## src/rtl/imem_load_tx.sv

```systemverilog
// Transmitter for the instruction-memory load protocol: serialises a 10-bit address
// and a 40-bit word as 7 strobed bytes on port a, then pulses imem_write.
module imem_load_tx #(
  parameter int PHASE_CYCLES = 4,
  parameter int ADR_WIDTH    = 10,
  parameter int WORD_WIDTH   = 40
) (
  input  logic                  clk_int,
  input  logic                  reset,
  input  logic                  start,
  input  logic [ADR_WIDTH-1:0]  adr,
  input  logic [WORD_WIDTH-1:0] data,
  input  logic                  mode_memload,
  output logic [7:0]            io_a_out,
  output logic                  imem_clock_out,
  output logic                  imem_write_out,
  output logic                  busy,
  output logic                  done,
  output logic                  aborted
);

  localparam logic [7:0] PH_LAST   = 8'(PHASE_CYCLES - 1);
  localparam logic [2:0] BYTE_LAST = 3'd6;

  typedef enum logic [2:0] {
    IDLE   = 3'd0,
    SETUP  = 3'd1,
    CLK_HI = 3'd2,
    CLK_LO = 3'd3,
    WRITE  = 3'd4,
    GAP    = 3'd5
  } state_t;

  state_t                  state_r, state_s;
  logic [7:0]              phase_r, phase_s;
  logic [2:0]              byte_r, byte_s;
  logic                    half_r, half_s;
  logic                    load_s, abort_s, phase_end_s;
  logic [ADR_WIDTH-1:0]    adr_r, adr_src_s;
  logic [WORD_WIDTH-1:0]   data_r, data_src_s;

  // Byte idx of the MSB-first frame {6'b0, adr, data}.
  function automatic logic [7:0] byte_sel(input logic [2:0] idx,
                                          input logic [ADR_WIDTH-1:0] a,
                                          input logic [WORD_WIDTH-1:0] d);
    logic [55:0] frame;
    frame = 56'({a, d});
    case (idx)
      3'd0:    byte_sel = frame[55:48];
      3'd1:    byte_sel = frame[47:40];
      3'd2:    byte_sel = frame[39:32];
      3'd3:    byte_sel = frame[31:24];
      3'd4:    byte_sel = frame[23:16];
      3'd5:    byte_sel = frame[15:8];
      3'd6:    byte_sel = frame[7:0];
      default: byte_sel = 8'h00;
    endcase
  endfunction

  // Next-state, counter and capture decode.
  always_comb begin
    state_s     = state_r;
    phase_s     = phase_r;
    byte_s      = byte_r;
    half_s      = half_r;
    load_s      = 1'b0;
    abort_s     = 1'b0;
    adr_src_s   = adr_r;
    data_src_s  = data_r;
    phase_end_s = (phase_r == PH_LAST);
    if (state_r == IDLE) begin
      if (start && mode_memload) begin
        load_s     = 1'b1;
        adr_src_s  = adr;
        data_src_s = data;
        state_s    = SETUP;
        phase_s    = 8'd0;
        byte_s     = 3'd0;
        half_s     = 1'b0;
      end else begin
        state_s = IDLE;
      end
    // The last GAP cycle has already signalled done, so a mode drop there is not an abort.
    end else if (!mode_memload && !((state_r == GAP) && phase_end_s)) begin
      abort_s = 1'b1;
      state_s = IDLE;
      phase_s = 8'd0;
      byte_s  = 3'd0;
      half_s  = 1'b0;
    end else if (!phase_end_s) begin
      phase_s = phase_r + 8'd1;
    end else begin
      phase_s = 8'd0;
      case (state_r)
        SETUP:  state_s = CLK_HI;
        CLK_HI: state_s = CLK_LO;
        CLK_LO: begin
          if (byte_r == BYTE_LAST) begin
            state_s = WRITE;
          end else begin
            byte_s  = byte_r + 3'd1;
            state_s = SETUP;
          end
        end
        // WRITE spans two phase-counter rounds so the 8-bit counter never overflows.
        WRITE: begin
          if (half_r) begin
            half_s  = 1'b0;
            state_s = GAP;
          end else begin
            half_s  = 1'b1;
          end
        end
        GAP: begin
          state_s = IDLE;
          byte_s  = 3'd0;
        end
        default: begin
          state_s = IDLE;
          byte_s  = 3'd0;
          half_s  = 1'b0;
        end
      endcase
    end
  end

  // State registers and outputs registered from the next-state decode.
  always_ff @(posedge clk_int) begin
    if (!reset) begin
      state_r        <= IDLE;
      phase_r        <= 8'd0;
      byte_r         <= 3'd0;
      half_r         <= 1'b0;
      adr_r          <= '0;
      data_r         <= '0;
      io_a_out       <= 8'h00;
      imem_clock_out <= 1'b0;
      imem_write_out <= 1'b0;
      busy           <= 1'b0;
      done           <= 1'b0;
      aborted        <= 1'b0;
    end else begin
      state_r        <= state_s;
      phase_r        <= phase_s;
      byte_r         <= byte_s;
      half_r         <= half_s;
      if (load_s) begin
        adr_r  <= adr;
        data_r <= data;
      end
      io_a_out       <= (state_s == IDLE) ? 8'h00 : byte_sel(byte_s, adr_src_s, data_src_s);
      imem_clock_out <= (state_s == CLK_HI);
      imem_write_out <= (state_s == WRITE);
      busy           <= (state_s != IDLE);
      done           <= (state_s == GAP) && (phase_s == PH_LAST);
      aborted        <= abort_s;
    end
  end

endmodule
```

## config.mk

```make
export PLATFORM = sky130hd
export DESIGN_NAME = imem_load_tx
export DESIGN_NICKNAME = d
export VERILOG_FILES = /design/src/rtl/imem_load_tx.sv
export SDC_FILE = /design/constraint.sdc
export NUM_CORES = 1
export LEC_CHECK = 0
export BUFFER_PORTS_ARGS = -buffer_cell sky130_fd_sc_hd__buf_4
export CAP_MARGIN = 20
export CORE_ASPECT_RATIO = 0.6
export CORE_MARGIN = 8
export CORE_UTILIZATION = 56
export CTS_CLUSTER_DIAMETER = 40
export CTS_CLUSTER_SIZE = 28
export DETAILED_ROUTE_END_ITERATION = 10
export PLACE_DENSITY_LB_ADDON = 0.1
export SETUP_SLACK_MARGIN = 0.1
export SYNTH_ARGS = -nofsm -noshare
export SYNTH_HDL_FRONTEND = slang
export SYNTH_SLANG_ARGS = --single-unit
```

## constraint.sdc

```tcl
create_clock -name clk_int -period 2.77 [get_ports clk_int]
set_input_delay 0.277 -clock clk_int [delete_from_list [all_inputs] [get_ports clk_int]]
set_output_delay 0.277 -clock clk_int [all_outputs]
set_load 0.01 [all_outputs]
```

Word level (Yosys, flattened, before mapping)

Cells that the tools add are included.

Equality and inequality tests: 19
Bitwise gates (word level): 1
$add $sub $neg: 2
Muxes and demuxes: 31
Reductions and logical operators: 16

Operators with widths:

| kind                                                | count |
|---|---|
| two-way mux 40 bit                                  | 2 |
| case mux 8 bit (7 select lines)                     | 1 |
| two-way mux 8 bit                                   | 4 |
| two-way mux 3 bit                                   | 10 |
| equality test 3 bit, second input constant          | 8 |
| two-way mux 10 bit                                  | 2 |
| equality test 8 x 2 -> 1 bit, second input constant | 2 |
| equality test 3 x 2 -> 1 bit, second input constant | 5 |
| case mux 3 bit (4 select lines)                     | 1 |
| logical NOT 3 bit                                   | 3 |
| two-way mux 1 bit                                   | 9 |
| adder 8 x 1 -> 8 bit, second input constant         | 1 |
| equality test 3 x 1 -> 1 bit, second input constant | 2 |
| case mux 3 bit (2 select lines)                     | 1 |
| nonzero test 3 bit                                  | 2 |
| logical AND 1 bit                                   | 4 |
| OR reduction 2 bit                                  | 2 |
| OR reduction 4 bit                                  | 1 |
| adder 3 x 1 -> 3 bit, second input constant         | 1 |
| != test 3 x 1 -> 1 bit, second input constant       | 1 |
| AND reduction 3 bit                                 | 1 |
| OR reduction 3 bit                                  | 1 |
| logical NOT 1 bit                                   | 2 |
| != test 2 x 1 -> 1 bit, second input constant       | 1 |
| 2 further kinds                                     | 2 |

Input bits: 54
Bits in registers: 78
Output and inout port bits: 13
Word-level logic and storage cells: 81

Depth between registers and ports, before layout

Word-level depth: 8
Gate-level depth with buffers: 10
Gate-level depth less buffers: 9

Worst setup path after synthesis

No wires, ideal clock.

Path type: reg-to-reg
From: register phase_r[0]
To: register io_a_out[1]
Period minus slack after synthesis: 2.353 ns
Library setup time: 0.079 ns
Path buffers: 0
Stages on the path, launching flop included: 9
Arrival: 2.274 ns
Required time: 2.691 ns
Path slack: 0.417 ns
Cell sequence: dfxtp_1 -> ha_1 -> or3b_2 -> nor3_2 -> nand2_1 -> a21oi_4 -> nor3_1 -> o32a_1 -> a211oi_2

Longest elaborated chain between the ends: 8
Elaborated cells on any way between the ends: 20
Classes of those cells: eq/ne: 7; mux: 7; reduce/logical: 6

Ends and longest elaborated chain:

| item                                                                  | RTL line | text |
|---|---|---|
| from (decl)                                                           | 35       | `logic [7:0] phase_r, phase_s;` |
| from (signal assigned)                                                | 144      | `phase_r <= phase_s;` |
| equality test 8 x 2 -> 1 bit (*)                                      | 70       | `phase_end_s = (phase_r == PH_LAST);` |
| logical AND 1 bit                                                     | 84       | `end else if (!mode_memload && !((state_r == GAP) && phase_end_s)) begin` |
| logical NOT 1 bit                                                     | 84       |  |
| logical AND 1 bit                                                     | 84       |  |
| two-way mux 3 bit                                                     | 84       |  |
| two-way mux 3 bit                                                     | 71       | `if (state_r == IDLE) begin` |
| equality test 3 bit, or another cell as far along                     | 48       | `case (idx)` |
| case mux 8 bit (7 select lines) or OR reduction 2 bit (tied branches) | n/a      |  |
| to (signal assigned)                                                  | 151      | `io_a_out <= (state_s == IDLE) ? 8'h00 : byte_sel(byte_s, adr_src_s, data_src_s);` |
| to (decl)                                                             | 14       | `output logic [7:0] io_a_out,` |

Mark *: on every way between the ends. The rest lies on a longest branch, timed or not.
A chain may end at the register's enable or synchronous reset.

Worst setup path in the final report

From: register phase_r[0]
To: register io_a_out[2]

The elaborated chain is that of the path after synthesis.

==> flow_summary.json <==
{
  "status": "complete, no violations",
  "grt_pass1_vias": 3095,
  "multiInputGateArea_sq_um": 2110,
  "cts_tree": "done",
  "cts_buffers": 9,
  "fin_crit_sh_pct": 90.4,
  "finClkSkew_ps": 5.72,
  "synth_seq_area_share_pct": 41.2,
  "path_clk_slew_ps": 60,
  "grt_usage_pct": 20.0,
  "ant_nets": 0,
  "start_util_pct": 57.3,
  "synth-edff-count": 0,
  "area_growth_pct": 24.6,
  "path_common_cell": "a21oi_1",
  "vias": 3365,
  "grt_pass1_wl_mm": 15.5,
  "tightestPinTransition_ps": 488,
  "antenna_found_initial": 0,
  "endpoint_kind": "flop",
  "avgSynthCellArea_sq_um": 8.88,
  "synth_nets": 484,
  "switching_share_pct": 22.4,
  "drt_iter0_drc": 316,
  "combPwrFrac_pct": 9.3,
  "async_reset_ff_share_pct": 0,
  "path_max_fanout": 8,
  "p_switching_mw": 0.606,
  "met2_usage_pct": 28.1,
  "cap_viol_max_count": 0,
  "ys_top_cells_by_area": "dfxtp_1, mux2i_1, nand2_1",
  "hold_path_depth": 3,
  "row_count": 23,
  "regToRegSetupSlack_ps": 270,
  "critPathSlowestCell": "or3b_2",
  "worstSkewPairLatency_ps": 330,
  "leakage_nw": 2.02,
  "n_fill_cell": 537,
  "worstSetupPathType": "flop to flop",
  "wl_per_cell_um": 17.0,
  "synth_top_area_share_pct": 41.2,
  "core_sq_um": 6620,
  "r2r-start": "phase_r[0]",
  "layout_commonest_cell": "buf_4",
  "worstPathArrival_ps": 2770,
  "nets": 550,
  "drt-total-wl_mm": 9.92,
  "synthDistinctLibCells": 58,
  "powerDensity_nw_per_um2": 573,
  "antenna_cells": 0,
  "intPower_mw": 2.10,
  "die_w_um": 122,
  "ys_seq_elements": 78,
  "tns_ps": 0,
  "drt-pass1-iter-count": 5,
  "synth_warnings": 0,
  "grt_setup_unrepaired": "no",
  "power_mw": 2.71,
  "synth_largest_area_cell": "dfxtp_1",
  "slowest_delay_ps": 500,
  "seqPwrFrac_pct": 43.5,
  "grt-busiest-layer": "met1",
  "die_h_um": 79.7,
  "rr_worst_depth": 9,
  "grt_util_met3_pct": 7.13,
  "final_layout_size_suffix_gt1_share_pct": 23.5,
  "place_congestion": 0.904,
  "h-tree-depth": 3,
  "synth_ff_type": "dfxtp_1",
  "syn_inst": 427,
  "fin_crit_ps": 2500,
  "overflow": 0,
  "finalSetupViolCount": 0,
  "port_buffers": 66,
  "hp-start": "data[16]",
  "start_kind": "flop",
  "hp-class": "input pin to flop",
  "clock.fmax_mhz": 399,
  "cts.sinks": 78,
  "crit_required_ps": 3030,
  "finalHoldViolCount": 0,
  "grt_max_degree": 41,
  "final_cell_mix": "buf_4, dfxtp_1, nand2_1, mux2i_1, nor2b_1",
  "p_clk_share_pct": 47.2,
  "slew_headroom_pct": 67.2,
  "drv_slew": 0,
  "hold_end": "data_r[16]",
  "peakVddDrop_uv": 342,
  "r2r_end": "io_a_out[2]",
  "regArea_sq_um": 1560,
  "io_pins": 67,
  "drc": 0,
  "cts_buffer_depth": 2,
  "mappedNetlistArea_sq_um": 3790,
  "cp_cell_sequence": "ha_1, or3b_2, nor3_2, a21oi_1, a21oi_4, buf_4, mux2i_1, a22oi_1, a21oi_1",
  "cts-root-buf": "clkbuf_16",
  "grtUsageMet1_pct": 28.4,
  "dpl.hpwl_mm": 7.12,
  "viasPerCell": 5.75,
  "die_area_sq_um": 9750
}
[repair_timing]
action	CTS	global route
setup buffers	0	2
setup endpoints to repair	0	7
gates resized for setup	0	2
hold buffers	0	0
[cells by family (layout without fill, tap and decap cells)]
logic type / after synthesis / in the layout / share of synthesized area (%)
AO/OA/AOI/OAI: 97 / 97 / 18.8
XOR/XNOR: 1 / 1 / 0.231
buffers and inverters: 30 / 101 / 3.40
multiplexers: 42 / 42 / 11.2
AND/OR/NAND/NOR: 175 / 175 / 24.0
flip-flops: 78 / 78 / 41.2
adder cells (fa/ha/maj): 4 / 4 / 1.25
[through the flow]
stage	hold slack (ps)	utilization, %	cell area [sq um]	worst slack, ps	instances
after global placement	451	66.3	4390	339	567
after floorplan	402	-	3790	417	427
after detailed placement	456	66.3	4390	234	567
after global routing	210	71.4	4730	96.1	585
after CTS	198	71.2	4710	212	583
final	199	71.4	4730	266	585
[power groups by stage]
| stage | clock network, mW | logic [mW] | registers, mW |
|---|---|---|---|
| global placement | 0 | 0.245 | 1.20 |
| global route | 1.33 | 0.275 | 1.18 |
| detailed placement | 0 | 0.250 | 1.20 |
| floorplan | 0 | 0.148 | 1.20 |
| finish | 1.28 | 0.253 | 1.18 |
| CTS | 1.28 | 0.252 | 1.18 |
[sequential cells by signal, summed over array words and instances, names as in the netlist]
register,cells
busy,1
half_r,1
imem_write_out,1
aborted,1
state_r,3
io_a_out,8
done,1
adr_r,10
byte_r,3
data_r,40
imem_clock_out,1
phase_r,8
[layout make-up]
type | instances | area share, %
Clock buffer | 11 | 5.14
Inverter | 4 | 0.318
Tap cell | 87 | 2.30
Multi-Input combinational cell | 319 | 44.6
Timing Repair Buffer | 81 | 12.9
Clock inverter | 5 | 1.72
Sequential cell | 78 | 33.1
[worst max path at each step]
stage,depth (start not counted),slack (ps),startpoint,end
2_1_floorplan,8,420,phase_r[0],io_a_out[1]
3_3_place_gp,8,340,phase_r[0],io_a_out[1]
3_5_place_dp,9,230,phase_r[0],io_a_out[3]
4_1_cts,9,210,phase_r[0],io_a_out[2]
5_1_grt,9,100,phase_r[1],io_a_out[2]
6_report,9,270,phase_r[0],io_a_out[2]
[per-layer routing]
metal | part of all wire, % | vias up
met5 | 0 | -
met4 | 0.81 | 0
met3 | 9.6 | 12
met2 | 42 | 145
met1 | 48 | 1552
li1 | - | 1656
[worst max-delay path: cells and delay by family (launching register included)]
family                   cells  cell delay [ps]
AO/OA/AOI/OAI                4              670
AND/OR/NAND/NOR              2              740
flip-flops                   1              380
adder cells (fa/ha/maj)      1              200
multiplexers                 1              220
buffers and inverters        1              230
[cell usage after synthesis, drive strengths merged, types with 6 or more instances]
cell type	count
a21boi	20
a21oi	15
a31oi	6
and2	7
and3	6
buf	9
clkbuf	17
dfxtp	78
mux2i	39
nand2	69
nand3	14
nor2	11
nor2b	39
nor3	11
nor3b	7
o21ai	18
Note: power is estimated with default switching activity, not from simulation.
